### src/rtl/xmem_arbiter.sv
// Fixed-priority arbiter sharing one external-memory port among NPORT requesters,
// with per-port starvation counters forcing a long-waiting port to the front.
module xmem_arbiter #(
    parameter int NPORT    = 4,
    parameter int MAX_WAIT = 3,
    parameter int WAIT_W   = 2
) (
    input  logic               clock,
    input  logic               reset,
    input  logic [NPORT-1:0]   req,
    input  logic [NPORT-1:0]   req_we,
    input  logic [NPORT*23-1:0] req_addr,
    input  logic [NPORT*16-1:0] req_wdata,
    input  logic [NPORT*2-1:0] req_be,
    output logic [NPORT-1:0]   ack,
    output logic [15:0]        rdata,
    output logic [1:0]         grant_id,
    output logic               busy,
    output logic               mem_req,
    output logic               mem_we,
    output logic [22:0]        mem_addr,
    output logic [15:0]        mem_wdata,
    output logic [1:0]         mem_be,
    input  logic               mem_ack,
    input  logic [15:0]        mem_rdata
);

    localparam logic [1:0] S_IDLE  = 2'd0;
    localparam logic [1:0] S_ISSUE = 2'd1;
    localparam logic [1:0] S_DONE  = 2'd2;

    logic [1:0]        state_q, state_d;
    logic [NPORT-1:0]  pending_q, pending_d;
    logic [WAIT_W-1:0] wait_q [NPORT];
    logic [WAIT_W-1:0] wait_d [NPORT];
    logic [1:0]        grant_q, grant_d;
    logic              busy_q, busy_d;
    logic              mem_req_q, mem_req_d;
    logic              mem_we_q, mem_we_d;
    logic [22:0]       addr_q, addr_d;
    logic [15:0]       wdata_q, wdata_d;
    logic [1:0]        be_q, be_d;
    logic [15:0]       rdata_q, rdata_d;
    logic [NPORT-1:0]  ack_q, ack_d;

    logic [NPORT-1:0]  elig;
    logic [NPORT-1:0]  gmask;
    logic              have_win, starved;
    int unsigned       nwin, swin, win;

    always_comb begin
        elig     = pending_q | req;
        gmask    = '0;
        have_win = 1'b0;
        starved  = 1'b0;
        nwin     = 0;
        swin     = 0;
        for (int unsigned i = 0; i < NPORT; i++) begin
            if (2'(i) == grant_q) gmask[i] = 1'b1;
            if (elig[i] && !have_win) begin
                have_win = 1'b1;
                nwin     = i;
            end
            if (elig[i] && !starved && wait_q[i] == WAIT_W'(MAX_WAIT)) begin
                starved = 1'b1;
                swin    = i;
            end
        end
        win = starved ? swin : nwin;
    end

    always_comb begin
        state_d   = state_q;
        pending_d = pending_q | req;
        wait_d    = wait_q;
        grant_d   = grant_q;
        busy_d    = busy_q;
        mem_req_d = mem_req_q;
        mem_we_d  = mem_we_q;
        addr_d    = addr_q;
        wdata_d   = wdata_q;
        be_d      = be_q;
        rdata_d   = rdata_q;
        ack_d     = '0;
        case (state_q)
            S_IDLE: begin
                if (have_win) begin
                    state_d   = S_ISSUE;
                    busy_d    = 1'b1;
                    mem_req_d = 1'b1;
                    grant_d   = 2'(win);
                    for (int unsigned i = 0; i < NPORT; i++) begin
                        if (i == win) begin
                            mem_we_d     = req_we[i];
                            addr_d       = req_addr[23*i +: 23];
                            wdata_d      = req_wdata[16*i +: 16];
                            be_d         = req_be[2*i +: 2];
                            pending_d[i] = 1'b0;
                            wait_d[i]    = '0;
                        end else if (elig[i] && wait_q[i] != WAIT_W'(MAX_WAIT)) begin
                            wait_d[i] = wait_q[i] + WAIT_W'(1);
                        end
                    end
                end
            end
            S_ISSUE: begin
                // Re-requests from the owning port are absorbed until its DONE cycle.
                pending_d = pending_q | (req & ~gmask);
                if (mem_ack) begin
                    mem_req_d = 1'b0;
                    if (!mem_we_q) rdata_d = mem_rdata;
                    ack_d   = gmask;
                    state_d = S_DONE;
                end
            end
            S_DONE: begin
                busy_d  = 1'b0;
                state_d = S_IDLE;
            end
            default: state_d = S_IDLE;
        endcase
    end

    always_ff @(posedge clock) begin
        if (reset) begin
            state_q   <= S_IDLE;
            pending_q <= '0;
            for (int unsigned i = 0; i < NPORT; i++) wait_q[i] <= '0;
            grant_q   <= '0;
            busy_q    <= 1'b0;
            mem_req_q <= 1'b0;
            mem_we_q  <= 1'b0;
            addr_q    <= '0;
            wdata_q   <= '0;
            be_q      <= '1;
            rdata_q   <= '0;
            ack_q     <= '0;
        end else begin
            state_q   <= state_d;
            pending_q <= pending_d;
            wait_q    <= wait_d;
            grant_q   <= grant_d;
            busy_q    <= busy_d;
            mem_req_q <= mem_req_d;
            mem_we_q  <= mem_we_d;
            addr_q    <= addr_d;
            wdata_q   <= wdata_d;
            be_q      <= be_d;
            rdata_q   <= rdata_d;
            ack_q     <= ack_d;
        end
    end

    assign ack       = ack_q;
    assign rdata     = rdata_q;
    assign grant_id  = grant_q;
    assign busy      = busy_q;
    assign mem_req   = mem_req_q;
    assign mem_we    = mem_we_q;
    assign mem_addr  = addr_q;
    assign mem_wdata = wdata_q;
    assign mem_be    = be_q;

endmodule
### config.mk
export PLATFORM = sky130hd
export DESIGN_NAME = xmem_arbiter
export DESIGN_NICKNAME = d
export VERILOG_FILES = /design/src/rtl/xmem_arbiter.sv
export SDC_FILE = /design/constraint.sdc
export NUM_CORES = 1
export LEC_CHECK = 0
export BUFFER_PORTS_ARGS = -buffer_cell sky130_fd_sc_hd__buf_2
export CAP_MARGIN = 20
export CORE_MARGIN = 2
export CORE_UTILIZATION = 43
export DETAILED_ROUTE_END_ITERATION = 6
export PLACE_DENSITY_LB_ADDON = 0.25
export SETUP_SLACK_MARGIN = 0.02
export SLEW_MARGIN = 20
export SYNTH_ARGS = -nofsm -noshare
export SYNTH_HDL_FRONTEND = slang
export SYNTH_SLANG_ARGS = --single-unit
### constraint.sdc
create_clock -name clock -period 2.05 [get_ports clock]
set_input_delay 0.41 -clock clock [delete_from_list [all_inputs] [get_ports clock]]
set_output_delay 0.41 -clock clock [all_outputs]
set_load 0.02 [all_outputs]
# Word level (Yosys, flattened, before mapping)
# Index checks and enable logic that the tools add are counted.
# totals
register_bits	80
latchBits	0
ram_bits	0
romBits	0
out_inout_bits	66
word_cells	141
mem_count	0
# classes
add_sub_neg	4
n_mul	0
div	0
magnitude_cmp	0
eq_ne	18
n_shift	0
n_mux	56
bitwise	7
n_reduce_logical	41
# ops
operator	count
2-to-1 mux 32 bit	5
2-to-1 mux 23 bit	4
== test 2 x 32 -> 1 bit (first input constant)	2
2-to-1 mux 16 bit	4
== test 1 x 32 -> 1 bit (first input constant)	1
logical NOT 32 bit	1
2-to-1 mux 2 bit	14
2-to-1 mux 1 bit	24
AND reduction 3 bit	7
logical AND 1 bit	14
inequality test 2 bit (second input constant)	6
nonzero test 2 bit	6
== test 2 bit (second input constant)	5
adder 2 x 1 -> 2 bit (second input constant)	4
bitwise OR 4 bit	2
case mux 4 bit (2 select lines)	1
logical NOT 1 bit	6
AND reduction 2 bit	3
bitwise AND 4 bit	1
== test 2 bit (first input constant)	2
logical NOT 2 bit	2
2-to-1 mux 4 bit	1
NOT 4 bit	1
case mux 1 bit (2 select lines)	2
6 further kinds	8

# Longest topological paths before layout
# logic_depth
word_depth	21
ltp_mapped	8
depth_no_buf	6

# Worst setup path after synthesis
# OpenSTA, ideal clock, no wires.
# synth_path
kind	register -> register
from	register wait_q[6] in the netlist's numbering
to	register addr_q[0] (netlist: mem_addr[0])
t_arrival_ns	1.743
required_ns	1.912
path_slack_ns	0.169
stages_incl_launch_ff	9
path_buffers	2
synth_period_minus_slack_ns	1.881
cell_sequence	dfxtp_1 -> ha_1 -> nand2b_1 -> o221a_4 -> a21oi_4 -> buf_8 -> buf_8 -> mux2i_1 -> o221ai_1
# synth_via
elab_chain_cells	20
# synth_rtl
element	line	source
start: declaration	34	logic [WAIT_W-1:0] wait_q [NPORT];
start signal: assignment	141	wait_q <= wait_d;
== test 2 bit (*)	64	if (elig[i] && !starved && wait_q[i] == WAIT_W'(MAX_WAIT)) begin
logical AND 1 bit (*)	64	
2-to-1 mux 1 bit (*)	64	
logical NOT 1 bit	64	
logical AND 1 bit (2 in a row)	64	
2-to-1 mux 1 bit	64	
logical NOT 1 bit	64	
logical AND 1 bit (2 in a row)	64	
2-to-1 mux 1 bit	64	
logical NOT 1 bit	64	
logical AND 1 bit (2 in a row)	64	
2-to-1 mux 32 bit / 2-to-1 mux 1 bit (equally long branches)	64	
2-to-1 mux 32 bit (*)	69	win = starved ? swin : nwin;
== test 1 x 32 -> 1 bit	93	if (i == win) begin
2-to-1 mux 23 bit (3 in a row)	93	
end signal: assignment	146	addr_q <= addr_d;
end: declaration	40	logic [22:0] addr_q, addr_d;
# Mark *: on every way between the ends. The rest lies on a longest branch, timed or not.
# A chain may end at the register's enable or synchronous reset.

# Final worst setup path
# layout_path
from	register wait_q[6] in the netlist's numbering
to	register wdata_q[2] (netlist: mem_wdata[2])
# layout_via
elab_chain_cells	20
# layout_rtl
element	line	source
== test 2 bit (*)	64	
logical AND 1 bit (*)	64	
2-to-1 mux 1 bit (*)	64	
logical NOT 1 bit	64	
logical AND 1 bit (2 in a row)	64	
2-to-1 mux 1 bit	64	
logical NOT 1 bit	64	
logical AND 1 bit (2 in a row)	64	
2-to-1 mux 1 bit	64	
logical NOT 1 bit	64	
logical AND 1 bit (2 in a row)	64	
2-to-1 mux 32 bit / 2-to-1 mux 1 bit (equally long branches)	64	
2-to-1 mux 32 bit (*)	69	
== test 1 x 32 -> 1 bit	93	
2-to-1 mux 16 bit (3 in a row)	93	
end signal: assignment	147	wdata_q <= wdata_d;
end: declaration	41	logic [15:0] wdata_q, wdata_d;
# Marks and branches as above.

==> reports/qor.yml <==
global_routing:
  grtUsageTotal: 0.2532
  grt-ovfl-total: 0
  antenna_found_initial: 0
  grt_pass1_vias: 4395
  grt_max_degree: 41
  grt_pass1_wl_mm: 20.76
worst_setup_path:
  crit_path_end_kind: "register"
  crit_start: "wait_q[6]$_SDFFE_PP0P_"
  start_kind: "register"
  r2r_slack_ps: 60
  crit_path_end: "mem_wdata[2]$_SDFFE_PP0P_"
  r2r_start: "wait_q[6]$_SDFFE_PP0P_"
  path_class: "reg -> reg"
  r2r.worst_path.cells: 9
  crit_fanout: 7
  cp_cell_sequence: "ha_4, nand2b_4, o221a_4, a21oi_4, buf_12, buf_12, buf_4, mux2i_1, o221ai_1"
  crit_slowest_cell: "dfxtp_2"
  timing.rr.end: "mem_wdata[2]$_SDFFE_PP0P_"
  critPathMaxStageDelay_ps: 350
  crit_required_ps: 2270
  arrival_ps: 2210
  crit_top_cell: "buf_12"
drt:
  ant_nets: 0
  drc: 0
  dr.pass1.iters: 4
  wire_per_inst_um: 16.08
  drt_iter0_markers: 123
  vias: 4454
  wl_mm: 13.44
  vias_per_cell: 5.328
floorplanning:
  initial_core_util: 0.4427
  die_x_um: 101.3
  core_area_um2: 9196
  io_pins: 257
  rows: 35
  die_h_um: 101.3
  die-area_um2: 10260
worst_hold_path:
  hold_path.class: "in -> reg"
clock_tree:
  clkTransAtPathRegs_ps: 100
  numCtsBuffers: 9
  clock-sinks: 80
  tritoncts: "done"
  clockBufferDepth: 2
  clock_latency_ps: 350
  htreeDepth: 3
  root_buffer: "clkbuf_8"
cells_and_area:
  multi_input_area_um2: 2333
  synthToLayoutAreaGrowth_pct: 49.60
  antenna_cells: 0
  stdcell_area_um2: 6091
  layout-drive-gt1-share: 0.4800
  ff_latch_area_um2: 1610
  final_util: 0.6623
  n_fill_cell: 784
  nNetsFinal: 915
placed_design:
  hpwl_mm: 10.18
  port_buffers: 256
  place_area_um2: 5702
  routabilityCongestion: 0.9027
timing:
  hold_viol_final: 0
  fin_crit_sh: 0.9698
  period_minus_slack_ps: 1988
  slew_headroom: 0.7006
  slew_viol_final: 0
  tns_ps: 0
  holdWs_ps: 280.8
  rsz0062_at_grt: "true"
  fmax_ghz: 0.5030
  fin_skew_ps: 12.10
  worst_pin_slew_ps: 449.0
  setup_viol: 0
power_and_ir_drop:
  max-vdd-ir-drop_v: 0.0004355
  leakage_uw: 0.002798
  power.density_nw_per_um2: 742.0
synthesis:
  yosysWarnings: 0
  yosysSeqAreaShare: 0.3934
  yosysUniqueCellTypes: 45
  syn-cell-area_um2: 4071
  yosys_register_bits: 80
  synth_nets: 632
  avgSynthCellArea_um2: 9.317
  synthCells: 437
run_status:
  outcome: "finished clean"
job:
  maxCapViolations: 0
power by group:
part	internal, µW	switching, µW	leakage (µW)
Clock	493	644	0.0000956
Sequential	1750	126	0.000661
Combinational	702	806	0.00204
metal layers:
metal,share of wire,vias to the layer above,global-route usage
met5,0,-,0
met1,0.41,2070,0.3122
met4,0.022,0,0.09667
met3,0.060,25,0.05107
li1,-,2195,-
met2,0.51,164,0.4350
layout by cell type (no fill, tap or decap), drive strengths merged, types with 2 or more instances in the layout:
cell	n
a211oi	7
a21o	2
a21oi	27
a311oi	5
and3	2
buf	305
clkbuf	10
dfxtp	80
ha	4
inv	9
mux2i	84
nand2	80
nand2b	2
nand3	4
nor2	16
nor3	11
nor4	4
o21a	2
o21ai	8
o221ai	40
o31ai	4
or2	4
logic make-up (layout without fill, tap and decap cells):
kind of cell / Yosys count / after routing / share of synthesized area
buffers and inverters: 38 / 326 / 0.05317
DFF: 80 / 80 / 0.3934
muxes: 84 / 84 / 0.2065
adders and majority gates: 4 / 4 / 0.01229
AOI/OAI and AO/OA: 104 / 104 / 0.1979
xor gates and xnor gates: 1 / 1 / 0.002152
and+or+nand+nor: 126 / 126 / 0.1346
how the worst min path moves through the flow:
stage,cells after the start,slack (ps),from,endpoint
4_1_cts,3,270,mem_rdata[5],rdata[5]$_SDFFE_PP0P_
5_1_grt,3,270,mem_rdata[1],rdata[1]$_SDFFE_PP0P_
2_1_floorplan,2,450,wait_q[7]$_SDFFE_PP0P_,wait_q[7]$_SDFFE_PP0P_
3_5_place_dp,2,440,mem_wdata[1]$_SDFFE_PP0P_,mem_wdata[1]$_SDFFE_PP0P_
3_3_place_gp,2,440,rdata[12]$_SDFFE_PP0P_,rdata[12]$_SDFFE_PP0P_
6_report,3,280,mem_rdata[7],rdata[7]$_SDFFE_PP0P_
flip-flops by register name, indices dropped and copies added (netlist names), 4 cells and up:
name / cells
wait_q: 8
pending_q: 4
ack: 4
mem_wdata: 16
rdata: 16
mem_addr: 23
Yosys cell counts (all sizes together):
| library cell | count | area [µm²] |
|---|---|---|
| and3 | 2 | 12.51 |
| dfxtp | 80 | 1602 |
| mux2i | 84 | 840.8 |
| o221ai | 40 | 350.3 |
| nand2b | 2 | 12.51 |
| a31oi | 1 | 12.51 |
| buf | 8 | 92.59 |
| o31ai | 4 | 43.79 |
| nor2 | 16 | 62.56 |
| o2111ai | 1 | 8.760 |
| a2111oi | 1 | 15.01 |
| nand3 | 4 | 20.02 |
| nor2b | 1 | 6.260 |
| nor4 | 4 | 40.04 |
| a211oi | 7 | 52.55 |
| o311ai | 1 | 8.760 |
| or3 | 1 | 6.260 |
| o22ai | 1 | 6.260 |
| a311oi | 5 | 43.79 |
| o221a | 1 | 20.02 |
| a22o | 1 | 8.760 |
| nand2 | 80 | 300.3 |
| o211ai | 1 | 7.510 |
| a21oi | 27 | 146.4 |
| nand3b | 1 | 7.510 |
| inv | 5 | 18.77 |
| o21ai | 8 | 43.79 |
| clkbuf | 25 | 105.1 |
| a22oi | 1 | 7.510 |
| a21o | 2 | 15.01 |
| o21a | 2 | 15.01 |
| or2 | 4 | 25.02 |
| nor3 | 11 | 55.05 |
| xnor2 | 1 | 8.760 |
| ha | 4 | 50.05 |
critical path, delay by kind of cell (launching register included):
kind | cells | cell delay [ps]
simple gates | 1 | 130
compound gates | 3 | 540
fa+ha+maj | 1 | 170
flops | 1 | 350
buf+inv | 3 | 400
mux | 1 | 240
layout make-up:
class | instances | share of cell area
timing repair buffer | 305 | 0.2958
inverter | 5 | 0.003081
tap | 111 | 0.02280
clock inverter | 6 | 0.008217
multi-input combinational | 319 | 0.3831
clock buffer | 10 | 0.02260
sequential | 80 | 0.2644
repair_timing:
action                     in CTS  in global routing
resized for setup               5                 19
setup buffers                   5                  3
pin swaps                       2                  6
cloned                          2                  0
setup endpoints to repair      40                 49
hold buffers                    0                  0
stage by stage:
step	setup slack [ps]	power (µW)	cells
2_1_floorplan	169.3	2719	437
3_3_place_gp	-108.4	3295	811
3_5_place_dp	-120.5	3327	811
4_1_cts	20.19	4529	834
5_1_grt	-55.41	4748	836
6_report	61.97	4519	836
No activity file was read; power rests on OpenSTA's default activity.
